### config.mk
export PLATFORM = sky130hd
export DESIGN_NAME = instr_fetch_unit_flat
export DESIGN_NICKNAME = d
export VERILOG_FILES = /design/src/rtl/fetch_pkg.sv /design/src/rtl/instr_fetch_unit_if.sv /design/src/rtl/fetch_fifo.sv /design/src/rtl/instr_fetch_unit.sv /design/src/flat_wrapper.sv
export SDC_FILE = /design/constraint.sdc
export NUM_CORES = 1
export LEC_CHECK = 0
export ABC_AREA = 1
export ABC_CLOCK_PERIOD_IN_PS = 3740
export CORE_MARGIN = 2
export CORE_UTILIZATION = 50
export CTS_CLUSTER_DIAMETER = 120
export DETAILED_ROUTE_END_ITERATION = 10
export PLACE_DENSITY_LB_ADDON = 0.15
export SLEW_MARGIN = 20
export SYNTH_ARGS = -nofsm -noshare
export SYNTH_HDL_FRONTEND = slang
export SYNTH_SLANG_ARGS = --single-unit
export TNS_END_PERCENT = 20
### constraint.sdc
create_clock -name CLK -period 3.74 [get_ports CLK]
set_input_delay 0.561 -clock CLK [delete_from_list [all_inputs] [get_ports CLK]]
set_output_delay 0.561 -clock CLK [all_outputs]
set_load 0.05 [all_outputs]
### src/rtl/fetch_pkg.sv
// Shared defaults, FSM encoding and queue entry layout for the instruction fetch unit.
package fetch_pkg;

    localparam int DEFAULT_ADDR_WIDTH = 8;
    localparam int DEFAULT_DATA_WIDTH = 8;
    localparam int DEFAULT_RESET_PC   = 'h00;

    typedef enum logic [1:0] {
        FETCH = 2'd0,
        STALL = 2'd1,
        FLUSH = 2'd2
    } fetch_state_t;

    typedef struct packed {
        logic [DEFAULT_ADDR_WIDTH-1:0] addr;
        logic [DEFAULT_DATA_WIDTH-1:0] data;
    } fetch_entry_t;

endpackage

### src/rtl/instr_fetch_unit_if.sv
// Program-memory bus plus decoder-side queue head, as seen by the fetch unit (master)
// and by the memory/decoder environment (slave).
interface instr_fetch_unit_if
    import fetch_pkg::*;
#(
    parameter int ADDR_WIDTH = DEFAULT_ADDR_WIDTH,
    parameter int DATA_WIDTH = DEFAULT_DATA_WIDTH,
    parameter int OCC_WIDTH  = 3
);
    logic [ADDR_WIDTH-1:0] ROM_ADDR;
    logic [DATA_WIDTH-1:0] ROM_DATA;
    logic                  BRANCH_VALID;
    logic [ADDR_WIDTH-1:0] BRANCH_ADDR;
    logic                  INSTR_READY;
    logic                  INSTR_VALID;
    logic [DATA_WIDTH-1:0] INSTR_DATA;
    logic [ADDR_WIDTH-1:0] INSTR_ADDR;
    logic [OCC_WIDTH-1:0]  OCC;

    modport master (
        output ROM_ADDR,
        input  ROM_DATA,
        input  BRANCH_VALID,
        input  BRANCH_ADDR,
        input  INSTR_READY,
        output INSTR_VALID,
        output INSTR_DATA,
        output INSTR_ADDR,
        output OCC
    );

    modport slave (
        input  ROM_ADDR,
        output ROM_DATA,
        output BRANCH_VALID,
        output BRANCH_ADDR,
        output INSTR_READY,
        input  INSTR_VALID,
        input  INSTR_DATA,
        input  INSTR_ADDR,
        input  OCC
    );

endinterface

### src/rtl/fetch_fifo.sv
// Prefetch queue: DEPTH-entry synchronous FIFO with clear; the head reads as zero when empty.
module fetch_fifo
    import fetch_pkg::*;
#(
    parameter int DEPTH = 4,
    parameter int WIDTH = DEFAULT_ADDR_WIDTH + DEFAULT_DATA_WIDTH
) (
    input  logic                   CLK,
    input  logic                   RESET,
    input  logic                   push,
    input  logic                   pop,
    input  logic                   clear,
    input  logic [WIDTH-1:0]       push_data,
    output logic                   head_valid,
    output logic [WIDTH-1:0]       head_data,
    output logic [$clog2(DEPTH):0] count
);
    localparam int PTR_W = $clog2(DEPTH);
    localparam int CNT_W = PTR_W + 1;

    logic [WIDTH-1:0] mem [DEPTH];
    logic [PTR_W-1:0] wr_ptr;
    logic [PTR_W-1:0] rd_ptr;
    logic             do_push;
    logic             do_pop;

    assign do_push = push && !clear;
    assign do_pop  = pop && (count != '0) && !clear;

    // NOTE: the storage array is deliberately not reset; validity lives in count, and the head is masked while empty.
    always_ff @(posedge CLK) begin
        if (do_push) begin
            mem[wr_ptr] <= push_data;
        end
    end

    always_ff @(posedge CLK or negedge RESET) begin
        if (!RESET) begin
            wr_ptr <= '0;
            rd_ptr <= '0;
            count  <= '0;
        end else if (clear) begin
            wr_ptr <= '0;
            rd_ptr <= '0;
            count  <= '0;
        end else begin
            if (do_push) wr_ptr <= wr_ptr + 1'b1;
            if (do_pop)  rd_ptr <= rd_ptr + 1'b1;
            count <= count + CNT_W'(do_push) - CNT_W'(do_pop);
        end
    end

    assign head_valid = (count != '0);
    assign head_data  = head_valid ? mem[rd_ptr] : '0;

endmodule

### src/rtl/instr_fetch_unit.sv
// Instruction fetch: drives the program-memory address, tracks the in-flight byte,
// and fills the prefetch queue under a credit limit that counts the in-flight byte.
module instr_fetch_unit
    import fetch_pkg::*;
#(
    parameter int                    ADDR_WIDTH = DEFAULT_ADDR_WIDTH,
    parameter int                    DATA_WIDTH = DEFAULT_DATA_WIDTH,
    parameter int                    DEPTH      = 4,
    parameter logic [ADDR_WIDTH-1:0] RESET_PC   = ADDR_WIDTH'(DEFAULT_RESET_PC)
) (
    input  logic                CLK,
    input  logic                RESET,
    instr_fetch_unit_if.master  bus
);
    localparam int OCC_W   = $clog2(DEPTH) + 1;
    localparam int ENTRY_W = ADDR_WIDTH + DATA_WIDTH;

    fetch_state_t          state;
    fetch_state_t          state_next;
    logic [ADDR_WIDTH-1:0] fetch_pc;
    logic [ADDR_WIDTH-1:0] tag;
    logic                  pending;
    logic [OCC_W-1:0]      occ;
    logic [OCC_W-1:0]      occ_next;
    logic [OCC_W-1:0]      credit_used;
    logic [OCC_W-1:0]      credit_next;
    logic                  issue;
    logic                  capture;
    logic                  pop;
    logic                  head_valid;
    logic [ENTRY_W-1:0]    head_entry;

    // A redirect overrides issue, capture and pop on the same edge.
    assign credit_used = occ + OCC_W'(pending);
    assign issue       = (state == FETCH) && (credit_used < OCC_W'(DEPTH)) && !bus.BRANCH_VALID;
    assign capture     = pending && !bus.BRANCH_VALID;
    assign pop         = head_valid && bus.INSTR_READY && !bus.BRANCH_VALID;
    assign occ_next    = occ + OCC_W'(capture) - OCC_W'(pop);
    assign credit_next = occ_next + OCC_W'(issue);

    // NOTE: every always_comb output gets its default first, so no path can infer a latch.
    always_comb begin
        state_next = state;
        if (bus.BRANCH_VALID) begin
            state_next = FLUSH;
        end else begin
            case (state)
                FETCH, STALL: state_next = (credit_next >= OCC_W'(DEPTH)) ? STALL : FETCH;
                FLUSH:        state_next = FETCH;
                default:      state_next = FETCH;
            endcase
        end
    end

    // NOTE: sequential state uses non-blocking assignments so all registers update from pre-edge values.
    always_ff @(posedge CLK or negedge RESET) begin
        if (!RESET) begin
            state    <= FETCH;
            fetch_pc <= RESET_PC;
            tag      <= '0;
            pending  <= 1'b0;
        end else begin
            state   <= state_next;
            pending <= issue;
            if (bus.BRANCH_VALID) begin
                fetch_pc <= bus.BRANCH_ADDR;
            end else if (issue) begin
                fetch_pc <= fetch_pc + 1'b1;
                tag      <= fetch_pc;
            end
        end
    end

    fetch_fifo #(
        .DEPTH (DEPTH),
        .WIDTH (ENTRY_W)
    ) u_fifo (
        .CLK        (CLK),
        .RESET      (RESET),
        .push       (capture),
        .pop        (pop),
        .clear      (bus.BRANCH_VALID),
        .push_data  ({tag, bus.ROM_DATA}),
        .head_valid (head_valid),
        .head_data  (head_entry),
        .count      (occ)
    );

    assign bus.ROM_ADDR                   = fetch_pc;
    assign bus.INSTR_VALID                = head_valid;
    assign {bus.INSTR_ADDR, bus.INSTR_DATA} = head_entry;
    assign bus.OCC                        = occ;

endmodule

### src/flat_wrapper.sv
// flat-port wrapper written by rule: the top's interface ports become plain ports
module instr_fetch_unit_flat import fetch_pkg::*;
#(
    parameter int                    ADDR_WIDTH = DEFAULT_ADDR_WIDTH,
    parameter int                    DATA_WIDTH = DEFAULT_DATA_WIDTH,
    parameter int                    DEPTH      = 4,
    parameter logic [ADDR_WIDTH-1:0] RESET_PC   = ADDR_WIDTH'(DEFAULT_RESET_PC)
)
  (CLK, RESET, bus_ROM_ADDR, bus_ROM_DATA, bus_BRANCH_VALID, bus_BRANCH_ADDR, bus_INSTR_READY, bus_INSTR_VALID, bus_INSTR_DATA, bus_INSTR_ADDR, bus_OCC);
  instr_fetch_unit_if #(.ADDR_WIDTH(ADDR_WIDTH), .DATA_WIDTH(DATA_WIDTH), .OCC_WIDTH(($clog2(DEPTH) + 1))) bus_i ();
  input  logic CLK;
  input  logic RESET;
  output wire logic [$bits(bus_i.ROM_ADDR)-1:0] bus_ROM_ADDR;
  input wire logic [$bits(bus_i.ROM_DATA)-1:0] bus_ROM_DATA;
  input wire logic [$bits(bus_i.BRANCH_VALID)-1:0] bus_BRANCH_VALID;
  input wire logic [$bits(bus_i.BRANCH_ADDR)-1:0] bus_BRANCH_ADDR;
  input wire logic [$bits(bus_i.INSTR_READY)-1:0] bus_INSTR_READY;
  output wire logic [$bits(bus_i.INSTR_VALID)-1:0] bus_INSTR_VALID;
  output wire logic [$bits(bus_i.INSTR_DATA)-1:0] bus_INSTR_DATA;
  output wire logic [$bits(bus_i.INSTR_ADDR)-1:0] bus_INSTR_ADDR;
  output wire logic [$bits(bus_i.OCC)-1:0] bus_OCC;
  assign bus_ROM_ADDR = bus_i.ROM_ADDR;
  assign bus_i.ROM_DATA = bus_ROM_DATA;
  assign bus_i.BRANCH_VALID = bus_BRANCH_VALID;
  assign bus_i.BRANCH_ADDR = bus_BRANCH_ADDR;
  assign bus_i.INSTR_READY = bus_INSTR_READY;
  assign bus_INSTR_VALID = bus_i.INSTR_VALID;
  assign bus_INSTR_DATA = bus_i.INSTR_DATA;
  assign bus_INSTR_ADDR = bus_i.INSTR_ADDR;
  assign bus_OCC = bus_i.OCC;
  instr_fetch_unit #(.ADDR_WIDTH(ADDR_WIDTH), .DATA_WIDTH(DATA_WIDTH), .DEPTH(DEPTH), .RESET_PC(RESET_PC)) u_core (.CLK(CLK), .RESET(RESET), .bus(bus_i));
endmodule
# Word level (Yosys, flattened, before mapping)
# Memories as Yosys holds them, arrays and structs flattened.
# Index checks and enable logic that the tools add are counted.
# op_classes
addsub,9
magnitude_cmp,2
eq_ne,1
muxes,13
bitwise,1
reduce_logical,16
# op_table
operator,n
$mux 16,1
$mux 8,2
$add 3x1->3,4
$mux 2,6
$add 8x1->8 const B,1
$logic_and 1x1->1,8
$reduce_bool 2->1,3
$sub 3x1->3,2
$add 2x1->2 const B,2
$ge 3x3->1 const B,1
$lt 3x3->1 const B,1
$mux 1,3
$mux 3,1
$reduce_bool 3->1,1
$eq 2x1->1 const B,1
$logic_not 2->1,1
$reduce_and 2->1,1
$reduce_or 2->1,1
$logic_not 1->1,1
$not 1->1,1
# word_totals
regBits,26
mem_bits_rw,64
in_bits,20
output_inout_bits,28
memories,1
# memory_table
name,depth,word_bits,read_ports,rd_clocked_by_memory_dff,write_ports,line,source
u_core.u_fifo.mem,4,16,1,0,1,fetch_fifo.sv:21,logic [WIDTH-1:0] mem [DEPTH];

# Logic depth before layout (Yosys ltp)
# logic_depth
ltp_word,9
depth_mapped,13

# Modules after synthesis
# A second synthesis with hierarchy kept.
# unflattened
cells_unflattened,441
area_unflattened_um2,4241.6
# by_module_without_submodules
module,n_inst,cells_per_inst,area_each_um2,seq_area_each_um2
fetch_fifo,1,295,3129.3,2097.0
instr_fetch_unit,1,146,1112.3,475.5

# Worst setup path before layout
# OpenSTA, ideal clock, no wires.
# synth_path
path_kind,reg2out
start,register u_core.u_fifo.count[1]
end,output bus_INSTR_ADDR[0]
arrival_ps,2404
required_time_ps,3179
slack_ps,775
path_stages_with_launch,6
n_path_buf,1
path_cell_list,dfrtp_1 nor2_1 nand2_1 inv_1 buf_2 a21oi_1
# synth_via
elab_chain_len,2
# synth_lines
element,line,source
"start, declared",fetch_fifo.sv:16,output logic [$clog2(DEPTH):0] count
"start signal, assigned",fetch_fifo.sv:49,count <= count + CNT_W'(do_push) - CNT_W'(do_pop);
$reduce_bool 3->1,fetch_fifo.sv:53,assign head_valid = (count != '0);
net bus_INSTR_VALID,flat_wrapper.sv:18,output wire logic [$bits(bus_i.INSTR_VALID)-1:0] bus_INSTR_VALID;
$mux 16,fetch_fifo.sv:54,assign head_data = head_valid ? mem[rd_ptr] : '0;
"end, declared",flat_wrapper.sv:20,output wire logic [$bits(bus_i.INSTR_ADDR)-1:0] bus_INSTR_ADDR;
# The timed path passes the listed nets, and every way through them passes these cells.

# Worst setup path after layout
# layout_path
start,register u_core.u_fifo.rd_ptr[0]
end,output bus_INSTR_ADDR[1]
# layout_via
elab_chain_len,2
# layout_lines
element,line,source
"start, declared",fetch_fifo.sv:23,logic [PTR_W-1:0] rd_ptr;
"start signal, assigned",fetch_fifo.sv:48,if (do_pop) rd_ptr <= rd_ptr + 1'b1;
$mem_v2 4x16,n/a,
$mux 16,fetch_fifo.sv:54,
# Every way passes these cells.

==> results.md <==
- YS warnings: 0
- FMAX: roughly 300 MHz
- Syn Nets: between 400 and 500
- RePlAce Congestion: around 0.8
- Antenna-violating nets left: 0
- Post-cts sizing count: 0
- Sink Count: 90
- Post-Synth Adder-Cell Area: 0.0366
- Drt total wl: ~7.4 mm
- Horiz. Die Dim: slightly above 90 µm
- Slew Viols, Final: 0
- # IOs: 48
- Register area share after synthesis: 0.648
- Crit path DAT: between 2 and 3 ns
- Post-Synth XOR/XNOR Area: 0.00221
- Initial antenna violation count: 0
- Starting density of the core: 0.514
- Ant. Diodes: 0
- Worst Hold Depth: 2
- Hold EP: u_core.state[0]
- Nets: between 400 and 500
- Hpwl dp: around 4.7 mm
- Flop2flop setup slack: roughly 1.5 ns
- Pre-CTS WS: roughly 0.83 ns
- Worst Hold Launch: u_core.state[1]
- Initial DRT Pass Iterations: 4
- Final setup margin: about 0.43 ns
- FF-to-FF Start: u_core.u_fifo.count[1]
- TritonCTS clock tree: yes
- Critical path data required time: 3.18 ns
- Rows: 32
- Vias in the first global route: approximately 2500
- Pwr dens: around 700 nW/µm²
- Clock skew: a little under 0.008 ns
- DRC viols: 0
- CP endpoint kind: output port
- Wire per inst: between 10 and 15 µm
- HP Class: flip-flop to flip-flop
- DR vias/cell: approximately 5.0
- Worst-path maximum fanout: 23
- Clock slew at reported path FFs: 0.08 ns
- Inst Count DP: around 530
- Post-Synth Simple-Gate Area: 0.172
- Largest family of logic cells by synthesized area: simple AND/OR/NAND/NOR gates
- Cts hold-fix bufs: 0
- Maxcap violations: 0
- Initial DRC Count: around 110
- I/O Buffers: 47
- Cell Area, Placed: 4540 µm²
- Die height: approximately 93 µm
- Design area: 4750 µm²
- Share of post-route cells with drive strength above 1: 0.0635
- H-tree levels: 3
- R2r worst-path depth: 12
- First-pass GRT wire length: roughly 12 mm
- Critical path type: flip-flop to output port
- Tot GR Track Use: 0.184
- Fin crit period: 3.31 ns
- Final hold violation count: 0
- R2r endpoint: u_core.state[0]
- Status: completed
- RSZ-0062 raised after global routing: false
- Full die area: just under 9000 µm²
- CTS root buf: clkbuf_8
- Pleak: ~1.9 nW
- Worst Max-Slew Pin Slew: between 0.7 and 0.8 ns
- FILL cells: around 630
- Synth top area cells: edfxtp_1 48%, dfrtp_1 16%, nor2_1 7.4%, nand2_1 6.2%, o21ai_0 6.1%
- Synth Area in Compound Gates: 0.0889
- Max Root-Sink Buffers: 2
- Post-CTS Setup Inserts: 0
- Fin crit share: 0.884
- Synth Register Bits: 90
- Final std cells w/o fill: about 540
- GRT overflow: 0
- Core area: about 7700 µm²
- Fin Setup TNS: 0 ns
- VDD IR max: 0.365 mV
- Num CTS Buffers: 9
- Area growth syn-to-layout: 19.6%
- Top cell type's share of synthesized area: 0.484
- Startpoint Class: flip-flop
- Post-Synthesis Cells: 386
- Synth area leader: edfxtp_1
- Vias post-DR: approximately 2700
- Slew Limit Headroom: 0.499
- Largest net degree at the start of global routing: 27
- Post-Syn Area per Cell: between 10 and 15 µm²
- # setup viols final: 0
- Latest clock arrival within the worst-skew pair: 0.35 ns
- Netlist cell types: 24
- Post-synthesis cell area: about 4000 µm²
- Post-synthesis mux area share: 0
-- per-layer routing --
metal  vias up  global-route usage  wire (µm)
met5         -                   0          0
met4         0              0.0772        116
met3         9              0.0266        225
met2        51               0.300       3490
met1      1273               0.250       3520
li1       1387                   -          -
-- placed cells by master (no fill, tap or decap) --
master / Yosys / layout
ha_1: 10 / 10
xnor2_1: 1 / 1
edfxtp_1: 64 / 64
buf_4: 0 / 9
nand3_4: 1 / 1
clkinv_4: 0 / 1
inv_1: 29 / 29
nand3b_1: 1 / 1
clkinv_1: 0 / 1
bufinv_16: 0 / 1
dfrtp_1: 26 / 26
o21ai_1: 1 / 1
clkinvlp_4: 0 / 1
clkdlybuf4s50_1: 0 / 47
clkbuf_1: 3 / 1
inv_2: 1 / 1
a21oi_1: 20 / 20
nand4_1: 3 / 3
nor2_1: 78 / 78
nand2_2: 1 / 1
or2_2: 1 / 1
fa_1: 1 / 1
nor2_4: 1 / 1
nand2_1: 66 / 66
clkbuf_8: 0 / 11
o21ai_0: 48 / 48
o21bai_1: 1 / 1
nand3_1: 15 / 15
-- cell usage after synthesis --
| cell | number |
|---|---|
| nor2_1 | 78 |
| nand2_1 | 66 |
| edfxtp_1 | 64 |
| o21ai_0 | 48 |
| inv_1 | 29 |
| dfrtp_1 | 26 |
| a21oi_1 | 20 |
| nand3_1 | 15 |
| buf_2 | 10 |
| ha_1 | 10 |
| clkbuf_1 | 3 |
| nand4_1 | 3 |
| buf_6 | 2 |
| clkbuf_2 | 2 |
| fa_1 | 1 |
| inv_2 | 1 |
| nand2_2 | 1 |
| nand3_4 | 1 |
| nand3b_1 | 1 |
| nor2_4 | 1 |
| o21ai_1 | 1 |
| o21bai_1 | 1 |
| or2_2 | 1 |
| xnor2_1 | 1 |
-- cell families (layout without fill, tap and decap cells) --
family | count (synthesis) | after routing
AOI/OAI and AO/OA | 70 | 70
xor gates and xnor gates | 1 | 1
adders and majority gates | 11 | 11
buffers and inverters | 47 | 102
DFF | 90 | 90
and+or+nand+nor | 167 | 167
-- stage by stage --
step | util | hold slack (ns) | total power [mW]
after floorplan | - | 0.265 | 2.32
after global placement | 0.588 | 0.491 | 2.74
after detailed placement | 0.588 | 0.499 | 2.76
after CTS | 0.614 | 0.513 | 3.43
after global routing | 0.614 | 0.532 | 3.60
final | 0.614 | 0.509 | 3.40
-- critical path, cell delays in order, from the launching register on --
cell	delay, ns
dfrtp_1	0.84
buf_4	0.31
nor2_1	0.06
nor2_1	0.11
o21ai_0	0.10
a21oi_1	0.15
clkdlybuf4s50_1	0.82
-- sequential cells by signal (all words and copies together) (netlist names) --
name                  cells
u_core.u_fifo.mem        64
u_core.bus.ROM_ADDR       8
u_core.tag                8
u_core.state              2
u_core.u_fifo.rd_ptr      2
u_core.pending            1
u_core.u_fifo.count       3
u_core.u_fifo.wr_ptr      2
-- how the worst max path moves through the flow --
| stage | start | to | slack (ns) | depth (start not counted) |
|---|---|---|---|---|
| after floorplan | u_core.u_fifo.count[1] | bus_INSTR_ADDR[0] | 0.77 | 5 |
| after global placement | bus_BRANCH_VALID | u_core.u_fifo.count[2] | 0.86 | 11 |
| after detailed placement | u_core.u_fifo.rd_ptr[0] | bus_INSTR_ADDR[1] | 0.83 | 6 |
| after CTS | u_core.u_fifo.rd_ptr[0] | bus_INSTR_ADDR[1] | 0.43 | 6 |
| after global routing | u_core.u_fifo.rd_ptr[0] | bus_INSTR_ADDR[1] | 0.24 | 6 |
| final | u_core.u_fifo.rd_ptr[0] | bus_INSTR_ADDR[1] | 0.43 | 6 |
-- final cells by class --
cell class | count | area [µm²] | area share
Clock buffer | 12 | 155 | 0.0327
Clock inverter | 4 | 50.0 | 0.0105
Inverter | 30 | 113 | 0.0237
Multi-Input combinational cell | 249 | 1190 | 0.251
Sequential cell | 90 | 2570 | 0.542
Tap cell | 102 | 128 | 0.0269
Timing Repair Buffer | 56 | 538 | 0.113
-- report_power, final --
part	switching [mW]	internal, mW	total, mW	leakage (nW)
sequential	0.160	1.23	1.39	0.915
combinational	0.914	0.430	1.34	0.882
clock	0.321	0.345	0.666	0.100
(Power assumes the default switching activity.)
